<file path="src/rtl/board_io_pkg.sv">
// ----------------------------------------------------------------------------
// board_io_pkg
// Shared constants and helpers for the board I/O conditioning stage.
//   CLK_HZ                   board clock frequency
//   DEFAULT_DEBOUNCE_CYCLES  10 ms worth of CLK_HZ cycles
//   debounce_cnt_width()     width of a counter that can hold 0..cycles
// ----------------------------------------------------------------------------
package board_io_pkg;

    localparam int unsigned CLK_HZ                  = 27_000_000;
    localparam int unsigned DEFAULT_DEBOUNCE_CYCLES = CLK_HZ / 100;

    function automatic int unsigned debounce_cnt_width(int unsigned cycles);
        return $clog2(cycles + 1);
    endfunction

endpackage

</file>
<file path="src/rtl/board_io_conditioner_if.sv">
// ----------------------------------------------------------------------------
// board_io_conditioner_if
// Groups the pin-side and logic-side signals of board_io_conditioner.
//   buttons_raw/switches_raw  raw pins into the conditioner
//   buttons/_press/_release   debounced button level and 1-cycle edge pulses
//   switches                  debounced switch level
//   leds/led_brightness       logical LED request and PWM duty
//   leds_pin                  physical LED pins
// Modports: master drives inputs and observes outputs, slave is the conditioner.
// ----------------------------------------------------------------------------
interface board_io_conditioner_if #(
    parameter int unsigned BUTTONS  = 5,
    parameter int unsigned SWITCHES = 4,
    parameter int unsigned LEDS     = 6,
    parameter int unsigned PWM_BITS = 8
) ();

    logic [BUTTONS-1:0]  buttons_raw;
    logic [SWITCHES-1:0] switches_raw;
    logic [BUTTONS-1:0]  buttons;
    logic [BUTTONS-1:0]  buttons_press;
    logic [BUTTONS-1:0]  buttons_release;
    logic [SWITCHES-1:0] switches;
    logic [LEDS-1:0]     leds;
    logic [PWM_BITS-1:0] led_brightness;
    logic [LEDS-1:0]     leds_pin;

    modport master (
        output buttons_raw, switches_raw, leds, led_brightness,
        input  buttons, buttons_press, buttons_release, switches, leds_pin
    );

    modport slave (
        input  buttons_raw, switches_raw, leds, led_brightness,
        output buttons, buttons_press, buttons_release, switches, leds_pin
    );

endinterface

</file>
<file path="src/rtl/io_debouncer.sv">
// ----------------------------------------------------------------------------
// io_debouncer
// One input channel: synchroniser chain, stability counter, accepted level and
// one-cycle edge pulses registered in the same cycle the level changes.
//   clk_i    clock
//   rst_i    synchronous active-high reset
//   in_i     logical (polarity-corrected) asynchronous input
//   level_o  debounced level
//   rise_o   1-cycle pulse on accepted 0->1
//   fall_o   1-cycle pulse on accepted 1->0
// ----------------------------------------------------------------------------
module io_debouncer
    import board_io_pkg::*;
#(
    parameter int unsigned SYNC_STAGES     = 2,
    parameter int unsigned DEBOUNCE_CYCLES = DEFAULT_DEBOUNCE_CYCLES
) (
    input  logic clk_i,
    input  logic rst_i,
    input  logic in_i,
    output logic level_o,
    output logic rise_o,
    output logic fall_o
);

    localparam int unsigned CntW = debounce_cnt_width(DEBOUNCE_CYCLES);
    localparam logic [CntW-1:0] CntMax = CntW'(DEBOUNCE_CYCLES - 1);

    logic [SYNC_STAGES-1:0] sync_q;
    logic [CntW-1:0]        cnt_q, cnt_d;
    logic                   stable_q, stable_d;
    logic                   rise_q, rise_d;
    logic                   fall_q, fall_d;
    logic                   synced;

    assign synced = sync_q[SYNC_STAGES-1];

    // Count only while the synchronised input disagrees with the accepted
    // level; any agreement restarts the window, so bounces never accumulate.
    always_comb begin
        cnt_d    = cnt_q;
        stable_d = stable_q;
        rise_d   = 1'b0;
        fall_d   = 1'b0;
        if (synced == stable_q) begin
            cnt_d = '0;
        end else if (cnt_q == CntMax) begin
            stable_d = synced;
            cnt_d    = '0;
            rise_d   = synced;
            fall_d   = ~synced;
        end else begin
            cnt_d = cnt_q + CntW'(1);
        end
    end

    always_ff @(posedge clk_i) begin
        if (rst_i) begin
            sync_q   <= '0;
            cnt_q    <= '0;
            stable_q <= 1'b0;
            rise_q   <= 1'b0;
            fall_q   <= 1'b0;
        end else begin
            sync_q   <= {sync_q[SYNC_STAGES-2:0], in_i};
            cnt_q    <= cnt_d;
            stable_q <= stable_d;
            rise_q   <= rise_d;
            fall_q   <= fall_d;
        end
    end

    assign level_o = stable_q;
    assign rise_o  = rise_q;
    assign fall_o  = fall_q;

endmodule

</file>
<file path="src/rtl/board_io_conditioner.sv">
// ----------------------------------------------------------------------------
// board_io_conditioner
// Conditioning stage between raw board pins and the core logic: normalises
// pin polarity, synchronises and debounces buttons/switches, produces
// press/release pulses and registers the LED pins.
//   clk_27M  sole clock
//   rst      synchronous active-high reset
//   io       board_io_conditioner_if.slave (raw pins, conditioned levels,
//            pulses, LED request/brightness, LED pins)
// Build option: define LED_PWM_EN for PWM LED brightness; without it the
// brightness input is ignored and LEDs follow the request directly.
// ----------------------------------------------------------------------------
module board_io_conditioner
    import board_io_pkg::*;
#(
    parameter int unsigned BUTTONS           = 5,
    parameter int unsigned SWITCHES          = 4,
    parameter int unsigned LEDS              = 6,
    parameter bit          BUTTON_ACTIVE_LOW = 1'b1,
    parameter bit          LED_ACTIVE_LOW    = 1'b1,
    parameter int unsigned SYNC_STAGES       = 2,
    parameter int unsigned DEBOUNCE_CYCLES   = DEFAULT_DEBOUNCE_CYCLES,
    parameter int unsigned PWM_BITS          = 8
) (
    input  logic                  clk_27M,
    input  logic                  rst,
    board_io_conditioner_if.slave io
);

    localparam logic [LEDS-1:0] LedOff = {LEDS{LED_ACTIVE_LOW}};

    // ---------------- Buttons ----------------
    for (genvar i = 0; i < BUTTONS; i++) begin : g_btn
        io_debouncer #(
            .SYNC_STAGES     (SYNC_STAGES),
            .DEBOUNCE_CYCLES (DEBOUNCE_CYCLES)
        ) u_deb (
            .clk_i   (clk_27M),
            .rst_i   (rst),
            .in_i    (io.buttons_raw[i] ^ BUTTON_ACTIVE_LOW),
            .level_o (io.buttons[i]),
            .rise_o  (io.buttons_press[i]),
            .fall_o  (io.buttons_release[i])
        );
    end

    // ---------------- Switches (level only) ----------------
    for (genvar i = 0; i < SWITCHES; i++) begin : g_sw
        io_debouncer #(
            .SYNC_STAGES     (SYNC_STAGES),
            .DEBOUNCE_CYCLES (DEBOUNCE_CYCLES)
        ) u_deb (
            .clk_i   (clk_27M),
            .rst_i   (rst),
            .in_i    (io.switches_raw[i] ^ BUTTON_ACTIVE_LOW),
            .level_o (io.switches[i]),
            .rise_o  (),
            .fall_o  ()
        );
    end

    // ---------------- LEDs ----------------
    logic [LEDS-1:0] pin_q, pin_d;

`ifdef LED_PWM_EN
    logic [PWM_BITS-1:0] pwm_cnt_q;
    logic [PWM_BITS-1:0] bright_q;
    logic [PWM_BITS-1:0] bright_eff;
    logic                lit_en;

    // The new duty is used from the counter-0 cycle on, so a period never
    // mixes two brightness values.
    assign bright_eff = (pwm_cnt_q == '0) ? io.led_brightness : bright_q;
    assign lit_en     = (bright_eff == '1) || (pwm_cnt_q < bright_eff);

    always_comb begin
        pin_d = (io.leds & {LEDS{lit_en}}) ^ LedOff;
    end

    always_ff @(posedge clk_27M) begin
        if (rst) begin
            pwm_cnt_q <= '0;
            bright_q  <= '0;
            pin_q     <= LedOff;
        end else begin
            pwm_cnt_q <= pwm_cnt_q + PWM_BITS'(1);
            if (pwm_cnt_q == '0) begin
                bright_q <= io.led_brightness;
            end
            pin_q <= pin_d;
        end
    end
`else
    logic unused_brightness;
    assign unused_brightness = ^io.led_brightness;

    always_comb begin
        pin_d = io.leds ^ LedOff;
    end

    always_ff @(posedge clk_27M) begin
        if (rst) begin
            pin_q <= LedOff;
        end else begin
            pin_q <= pin_d;
        end
    end
`endif

    assign io.leds_pin = pin_q;

endmodule

</file>
<file path="src/flat_wrapper.sv">
// flat-port wrapper written by rule: the top's interface ports become plain ports
module board_io_conditioner_flat import board_io_pkg::*;
#(
    parameter int unsigned BUTTONS           = 5,
    parameter int unsigned SWITCHES          = 4,
    parameter int unsigned LEDS              = 6,
    parameter bit          BUTTON_ACTIVE_LOW = 1'b1,
    parameter bit          LED_ACTIVE_LOW    = 1'b1,
    parameter int unsigned SYNC_STAGES       = 2,
    parameter int unsigned DEBOUNCE_CYCLES   = DEFAULT_DEBOUNCE_CYCLES,
    parameter int unsigned PWM_BITS          = 8
)
  (clk_27M, rst, io_buttons_raw, io_switches_raw, io_leds, io_led_brightness, io_buttons, io_buttons_press, io_buttons_release, io_switches, io_leds_pin);
  board_io_conditioner_if #(.BUTTONS(BUTTONS), .SWITCHES(SWITCHES), .LEDS(LEDS), .PWM_BITS(PWM_BITS)) io_i ();
  input  logic clk_27M;
  input  logic rst;
  input wire logic [$bits(io_i.buttons_raw)-1:0] io_buttons_raw;
  input wire logic [$bits(io_i.switches_raw)-1:0] io_switches_raw;
  input wire logic [$bits(io_i.leds)-1:0] io_leds;
  input wire logic [$bits(io_i.led_brightness)-1:0] io_led_brightness;
  output wire logic [$bits(io_i.buttons)-1:0] io_buttons;
  output wire logic [$bits(io_i.buttons_press)-1:0] io_buttons_press;
  output wire logic [$bits(io_i.buttons_release)-1:0] io_buttons_release;
  output wire logic [$bits(io_i.switches)-1:0] io_switches;
  output wire logic [$bits(io_i.leds_pin)-1:0] io_leds_pin;
  assign io_i.buttons_raw = io_buttons_raw;
  assign io_i.switches_raw = io_switches_raw;
  assign io_i.leds = io_leds;
  assign io_i.led_brightness = io_led_brightness;
  assign io_buttons = io_i.buttons;
  assign io_buttons_press = io_i.buttons_press;
  assign io_buttons_release = io_i.buttons_release;
  assign io_switches = io_i.switches;
  assign io_leds_pin = io_i.leds_pin;
  board_io_conditioner #(.BUTTONS(BUTTONS), .SWITCHES(SWITCHES), .LEDS(LEDS), .BUTTON_ACTIVE_LOW(BUTTON_ACTIVE_LOW), .LED_ACTIVE_LOW(LED_ACTIVE_LOW), .SYNC_STAGES(SYNC_STAGES), .DEBOUNCE_CYCLES(DEBOUNCE_CYCLES), .PWM_BITS(PWM_BITS)) u_core (.clk_27M(clk_27M), .rst(rst), .io(io_i));
endmodule
</file>
<file path="config.mk">
export PLATFORM = sky130hd
export DESIGN_NAME = board_io_conditioner_flat
export DESIGN_NICKNAME = d
export VERILOG_FILES = /design/src/rtl/board_io_pkg.sv /design/src/rtl/board_io_conditioner_if.sv /design/src/rtl/io_debouncer.sv /design/src/rtl/board_io_conditioner.sv /design/src/flat_wrapper.sv
export SDC_FILE = /design/constraint.sdc
export NUM_CORES = 1
export LEC_CHECK = 0
export CAP_MARGIN = 10
export CORE_UTILIZATION = 53
export DETAILED_ROUTE_END_ITERATION = 10
export HOLD_SLACK_MARGIN = 0.02
export PLACE_DENSITY = 0.83
export SETUP_SLACK_MARGIN = 0.15
export SLEW_MARGIN = 40
export SYNTH_ARGS = -nofsm -noshare
export SYNTH_HDL_FRONTEND = slang
export SYNTH_HIERARCHICAL = 1
export SYNTH_SLANG_ARGS = --single-unit
</file>
<file path="constraint.sdc">
create_clock -name clk_27M -period 1.64 [get_ports clk_27M]
set_clock_uncertainty 0.1 [all_clocks]
set_input_delay 0.246 -clock clk_27M [delete_from_list [all_inputs] [get_ports clk_27M]]
set_output_delay 0.246 -clock clk_27M [all_outputs]
set_load 0.05 [all_outputs]
</file>
==> run metrics, run 1 <==
outcome finished, violations left; violated checks negative setup slack; Worst Path Required 1940 ps; overall routing resource usage 21.19%; mean post-synth cell area 9.420 sq um; first-pass GRT wire length ~33,000 um; sw power 0.002284 W; clock root buffer clkbuf_16; Max Buffers Root-to-Sink 3; initial antenna violation count 0; LEAKAGE 4.565 nW; power after layout roughly 0.011 W; htree depth 1; Area Growth Syn to Fin 37.85%; Final nets approximately 1,200; crit path max fanout 18; Gate Count Post-Synth 1,031; CP Data Arrival Time ~2000 ps; CTS buffer count 24; pin slew with the least headroom to its limit 382.9 ps; final worst path period share 101.4%; WL/cell ~16 um; final hold violation count 0; core area 17,960 sq um; Seq pwr share 48.0%; clock network power share 49.2%; RSZ-0062 raised after global routing yes; worst hold path endpoint u_core/g_btn[1].u_deb/level_o; Hold Path Cell Cnt 3; sw frac 21.00%; # port buffers 41; Vias/cell 5.625; DRC viols 0; Core Rows just under 50; diode count 0; vias in the first global route 7,502; Die Y-Extent about 140 um; largest net degree at the start of global routing 44; total gr overflow 0; Combinational Power Share 2.8%; layout cells sized above 1 between 40 and 50%; Clk Latency, worst-skew pair 520 ps; vias approximately 8,200; post-synthesis cell area 9712 sq um; reg-to-reg slack, setup -20 ps; Crit. End Element flop; DRT antenna net count 0; final wirelength 22,880 um; io pins 50; Worst Setup Slack, final -23.16 ps; critical-path cell list nor4b_4 > nand4b_1 > o21ai_4 > buf_12 > nor2_1; Slew headroom 74.24%; hpwl dp 13,180 um; CP Class flop to flop; CTS tree built; warnings from Yosys 6; slowest cell on the critical path dfxtp_4; Initial Util 54.06%; R2R cell count 5; worst hold-check path type input pin to flop; Place WS -6.270 ps; Max-cap violations 0; CP startpoint kind flop; clk sinks 214; Final min period 1663 ps; GP Congestion 0.8226; hold path startpoint rst; nets in the synthesized netlist 1,065; die area about 19,000 sq um; worst r2r src u_core/g_btn[2].u_deb/cnt_q[17]; Worst R2R End u_core/g_btn[2].u_deb/cnt_q[5]; chip width 137.4 um; Final setup viols 5; Critical Path Max Stage Delay 360 ps; Pre-antenna DRT Iters 5; maximum VDD drop approximately 0.9 mV; Fmax achieved 601.3 MHz; Max Slew Vio Count 0; CTS clk-pin slew, worst paths approximately 60 ps; Pwr Density about 800 nW/um^2; Pint 0.008595 W; DR iter-0 viols 357
## final cells by class
type                            instances  area [sq um]
Multi-Input combinational cell        781          6223
Sequential cell                       214          4451
Tap cell                              229         286.5
Clock buffer                           37         740.7
Clock inverter                          7         66.31
Inverter                               18         67.56
Fill cell                            1113          4576
Timing Repair Buffer                  172          1553
## layer usage
layer | up-vias | share of wire (%) | track usage (%) | wire (um)
met1 | 3963 | 41 | 25.48 | 9492
met5 | - | 0 | 0 | 0
met2 | 176 | 52 | 38.69 | 11920
met4 | 0 | 2.7 | 6.288 | 626
li1 | 4008 | - | - | -
met3 | 54 | 3.7 | 3.164 | 842
## worst max-delay path, delay by kind of cell, from the launching register on
kind | cells | cell delay [ps]
and+or+nand+nor | 3 | 630
buffers and inverters | 1 | 230
DFF | 1 | 360
AOI/OAI and AO/OA | 1 | 220
## registers in the layout (all words and copies together) (netlist names)
name and flops:
u_core/g_btn.u_deb/sync_q 10, u_core/g_sw.u_deb/cnt_q 76, u_core/io.leds_pin 6, u_core/g_btn.u_deb/cnt_q 95
u_core/g_btn.u_deb/level_o 5, u_core/g_btn.u_deb/fall_o 5, u_core/g_btn.u_deb/rise_o 5, u_core/g_sw.u_deb/level_o 4
u_core/g_sw.u_deb/sync_q 8
## stage by stage
stage,hold slack [ps],std cells,setup TNS (ps),utilization (%),instance area (sq um)
2_1_floorplan,207.7,1031,0,-,10060
3_3_place_gp,317.4,1359,0,62.31,11190
3_5_place_dp,324.6,1359,-6.270,62.31,11190
4_1_cts,62.06,1435,0,69.12,12420
5_1_grt,77.85,1458,-2383,74.53,13390
6_report,52.92,1458,-35.08,74.53,13390
## worst max-delay path by stage
stage	end	startpoint	cells past startpoint
finish	u_core/g_btn[2].u_deb/cnt_q[5]	u_core/g_btn[2].u_deb/cnt_q[17]	5
global route	u_core/g_sw[1].u_deb/cnt_q[15]	u_core/g_sw[1].u_deb/cnt_q[15]	5
CTS	u_core/g_btn[4].u_deb/cnt_q[7]	u_core/g_btn[4].u_deb/cnt_q[17]	5
detailed placement	u_core/g_btn[0].u_deb/cnt_q[16]	u_core/g_btn[0].u_deb/cnt_q[17]	5
global placement	u_core/g_btn[3].u_deb/cnt_q[3]	u_core/g_btn[3].u_deb/cnt_q[17]	5
floorplan	u_core/g_btn[0].u_deb/cnt_q[15]	u_core/g_btn[0].u_deb/cnt_q[15]	5
## cell usage in the layout (no fill, tap or decap), drive strengths merged, types with 19 or more instances in the layout
master / count
nor2b: 27
nand4: 54
nand3: 81
xor2: 72
nor2: 180
inv: 19
o21ai: 45
nor4: 23
xnor2: 63
clkbuf: 42
dfxtp: 214
buf: 152
a21oi: 36
or3: 27
and4: 41
nand2: 54
## power groups by stage
stage	registers (W)	logic, W	clock network, W
floorplan	0.00540	0.000108	0
global placement	0.00537	0.000240	0
detailed placement	0.00538	0.000243	0
CTS	0.00524	0.000263	0.00545
global route	0.00522	0.000330	0.00566
finish	0.00522	0.000309	0.00535
## what timing repair did
action	in CTS	in global routing
resized for setup	62	175
gates cloned	0	7
setup buffers	32	16
pin swaps	38	37
setup endpoints to repair	163	174
hold buffers	0	0
(Power assumes the default switching activity.)
==> inputs of run 2 (changes only) <==
- CORE_ASPECT_RATIO: unset -> 0.5
- CTS_CLUSTER_SIZE: unset -> 12
==> run 2 against run 1 <==
The run ends with design-rule violations, negative setup slack left; cell area is 3.0% lower; largest cell class unchanged; sequential power barely moved; final cell count shrank 1.4%; via count is essentially flat; global-route usage is 0.70 points higher; worst setup slack improved by 21 ps; critical path type unchanged; sequential share of layout area grew 1.1 points.
==> run metrics, run 2 (synthesized netlist as in run 1, its figures left out) <==
first-pass GRT wire length 35,440 um (+6.5%); most common cell after layout, fill and taps aside buf_4; pin slew with the least headroom to its limit 377.9 ps (-4.948 ps); hpwl dp 13,580 um (+3.0%); outcome finished, violations left; Max-cap violations 0 (unchanged); final worst path period share 100.1% (-1.3 points); maximum VDD drop 0.7123 mV (-23%); LEAKAGE 4.385 nW (-3.9%); setup_tns -2.056 ps (+33.02 ps); commonest non-fill, non-tap cells in the layout buf_4, dfxtp_1, nand3_1; slowest cell on the critical path dfxtp_4; met1 WL 9951 um (+4.8%); Top Metal Used met4; Crit. End Element flop; Critical Path Max Stage Delay 380 ps (+20 ps); RSZ-0062 raised after global routing yes; Max Slew Vio Count 0 (unchanged); Max Buffers Root-to-Sink 3 (unchanged); chip width 193.4 um (+41%); Pwr Density 747.4 nW/um^2 (-8.0%); CP Class flop to flop; io pins 50 (unchanged); CTS buffer count 21 (-13%); critical-path cell list ha_4 > buf_4 > nand4_1 > nor3_1 > xnor2_1 > nor2_4; Initial Util 55.01% (+0.95 points); Core Rows 34 (-31%); Worst Setup Slack, final -2.056 ps (+21.10 ps); die area 18,900 sq um (+0.18%); met3 routed WL 804 um (-4.5%); crit path max fanout 5 (-13); Area Growth Syn to Fin 33.68%; Die Y-Extent 97.72 um (-29%); GP Congestion 0.8444 (+2.7%); diode count 0 (unchanged); overall routing resource usage 21.89% (+0.70 points); Hold-fix buffers, CTS 0 (unchanged); DRC viols 2 (+2); CP Data Arrival Time 1920 ps (-50 ps); vias 8,195 (-0.073%); clk sinks 214 (unchanged); vias in the first global route 7,837 (+4.5%); core area 17,650 sq um (-1.7%); CTS clk-pin slew, worst paths 60 ps (about the same); Clk Latency, worst-skew pair 490 ps (-30 ps); layout cells sized above 1 43.56% (-0.46 points); final wirelength 23,160 um (+1.2%); Fmax achieved 609.0 MHz (+1.3%); Filler cells 1,128 (+1.3%); initial antenna violation count 0 (unchanged); # port buffers 41 (unchanged); power after layout 0.009704 W (-11%); Final min period 1642 ps (-21.10 ps); DR iter-0 viols 426 (+19%); violated checks design-rule violations, negative setup slack; Final nets 1,237 (-0.64%); CTS tree built; CP startpoint kind flop; WL/cell 16.12 um (+2.7%); Worst Path Required 1920 ps (-20 ps); Slew headroom 74.57% (+0.33 points); max FFs per register 95 (unchanged); Final setup viols 1 (-4); Largest regs u_core/g_btn.u_deb/cnt_q x95, u_core/g_sw.u_deb/cnt_q x76, u_core/g_btn.u_deb/sync_q x10; htree depth 1 (unchanged); DRT antenna net count 0 (unchanged); Largest Register u_core/g_btn.u_deb/cnt_q; final hold violation count 0 (unchanged); met2 wire length 11,730 um (-1.6%); largest net degree at the start of global routing 39 (-11%); Pre-antenna DRT Iters 8 (+3); Vias/cell 5.703 (+1.4%); clock root buffer clkbuf_16; total gr overflow 0 (unchanged); worst hold-check path type input pin to flop
run 2: changes by cell type in the layout (fill, tap and decap cells not counted), moves of 5 or more:
cell       delta
nor2_1        +8
clkbuf_8      -6
clkbuf_1      -5
clkbuf_16     -8
dfxtp_2      +20
nor2_4        -6
dfxtp_1      -17
run 2: cell type report:
cell class	instances	area, sq um	share of cell area (%)
multi-input cells	781	6158	47.44
inverters	18	67.56	0.5204
clock inverters	1	8.758	0.06746
flip-flops and latches	214	4464	34.39
clock buffers	22	539.3	4.154
well taps	234	292.8	2.255
repair buffers	167	1451	11.18
run 2: repair_timing:
action / in CTS / in global routing
pin swaps: 44 / 42
hold endpoints to repair: 0 / 0
setup endpoints to repair: 163 / 171
setup buffers: 25 / 12
gates cloned: 1 / 3
gates resized for setup: 75 / 170
run 2: per-stage QoR:
step	cells	area [sq um]	setup WS, ps	hold slack [ps]	utilization (%)
6_report	1437	12980	-2.056	81.18	73.54
4_1_cts	1422	12190	85.66	62.54	69.03
3_3_place_gp	1373	11250	101.5	315.7	63.75
5_1_grt	1437	12980	-66.80	86.28	73.54
3_5_place_dp	1373	11250	35.65	324.2	63.75
2_1_floorplan	1031	10060	125.2	207.7	-
run 2: metal layers:
layer	vias up	track usage (%)
met5	-	0
met2	185	39.13
met3	61	3.193
met1	3977	27.51
met4	0	6.646
li1	3972	-
run 2: critical path, delay by kind of cell (launching register included):
family / cells / cell delay [ps]
buffers and inverters: 1 / 110
flip-flops: 1 / 380
adder cells (fa/ha/maj): 1 / 140
AND/OR/NAND/NOR: 3 / 570
XOR/XNOR: 1 / 240
run 2: power by group:
| group | internal (W) | switching, W | leakage [nW] |
|---|---|---|---|
| registers | 0.00519 | 0.0000251 | 1.78 |
| clock network | 0.00231 | 0.00188 | 0.271 |
| logic | 0.000127 | 0.000159 | 2.33 |
| total | 0.00763 | 0.00207 | 4.39 |
run 2: worst paths after layout:
kind / start / end / slack [ps] / cells after the start
max: u_core/g_sw[2].u_deb/cnt_q[0] / u_core/g_sw[2].u_deb/cnt_q[12] / -2 / 6
min: rst / u_core/g_sw[2].u_deb/level_o / 80 / 3
max reg2reg: u_core/g_sw[2].u_deb/cnt_q[0] / u_core/g_sw[2].u_deb/cnt_q[12] / -2 / 6
min reg2reg: u_core/g_btn[1].u_deb/sync_q[0] / u_core/g_btn[1].u_deb/sync_q[1] / 330 / 1
==> inputs of run 3 (changes only) <==
- ABC_CLOCK_PERIOD_IN_PS: unset -> 1640
- CAP_MARGIN: 10 -> unset
==> results of run 3 <==
The final DEF is identical to that of run 2; final timing and power are the same.
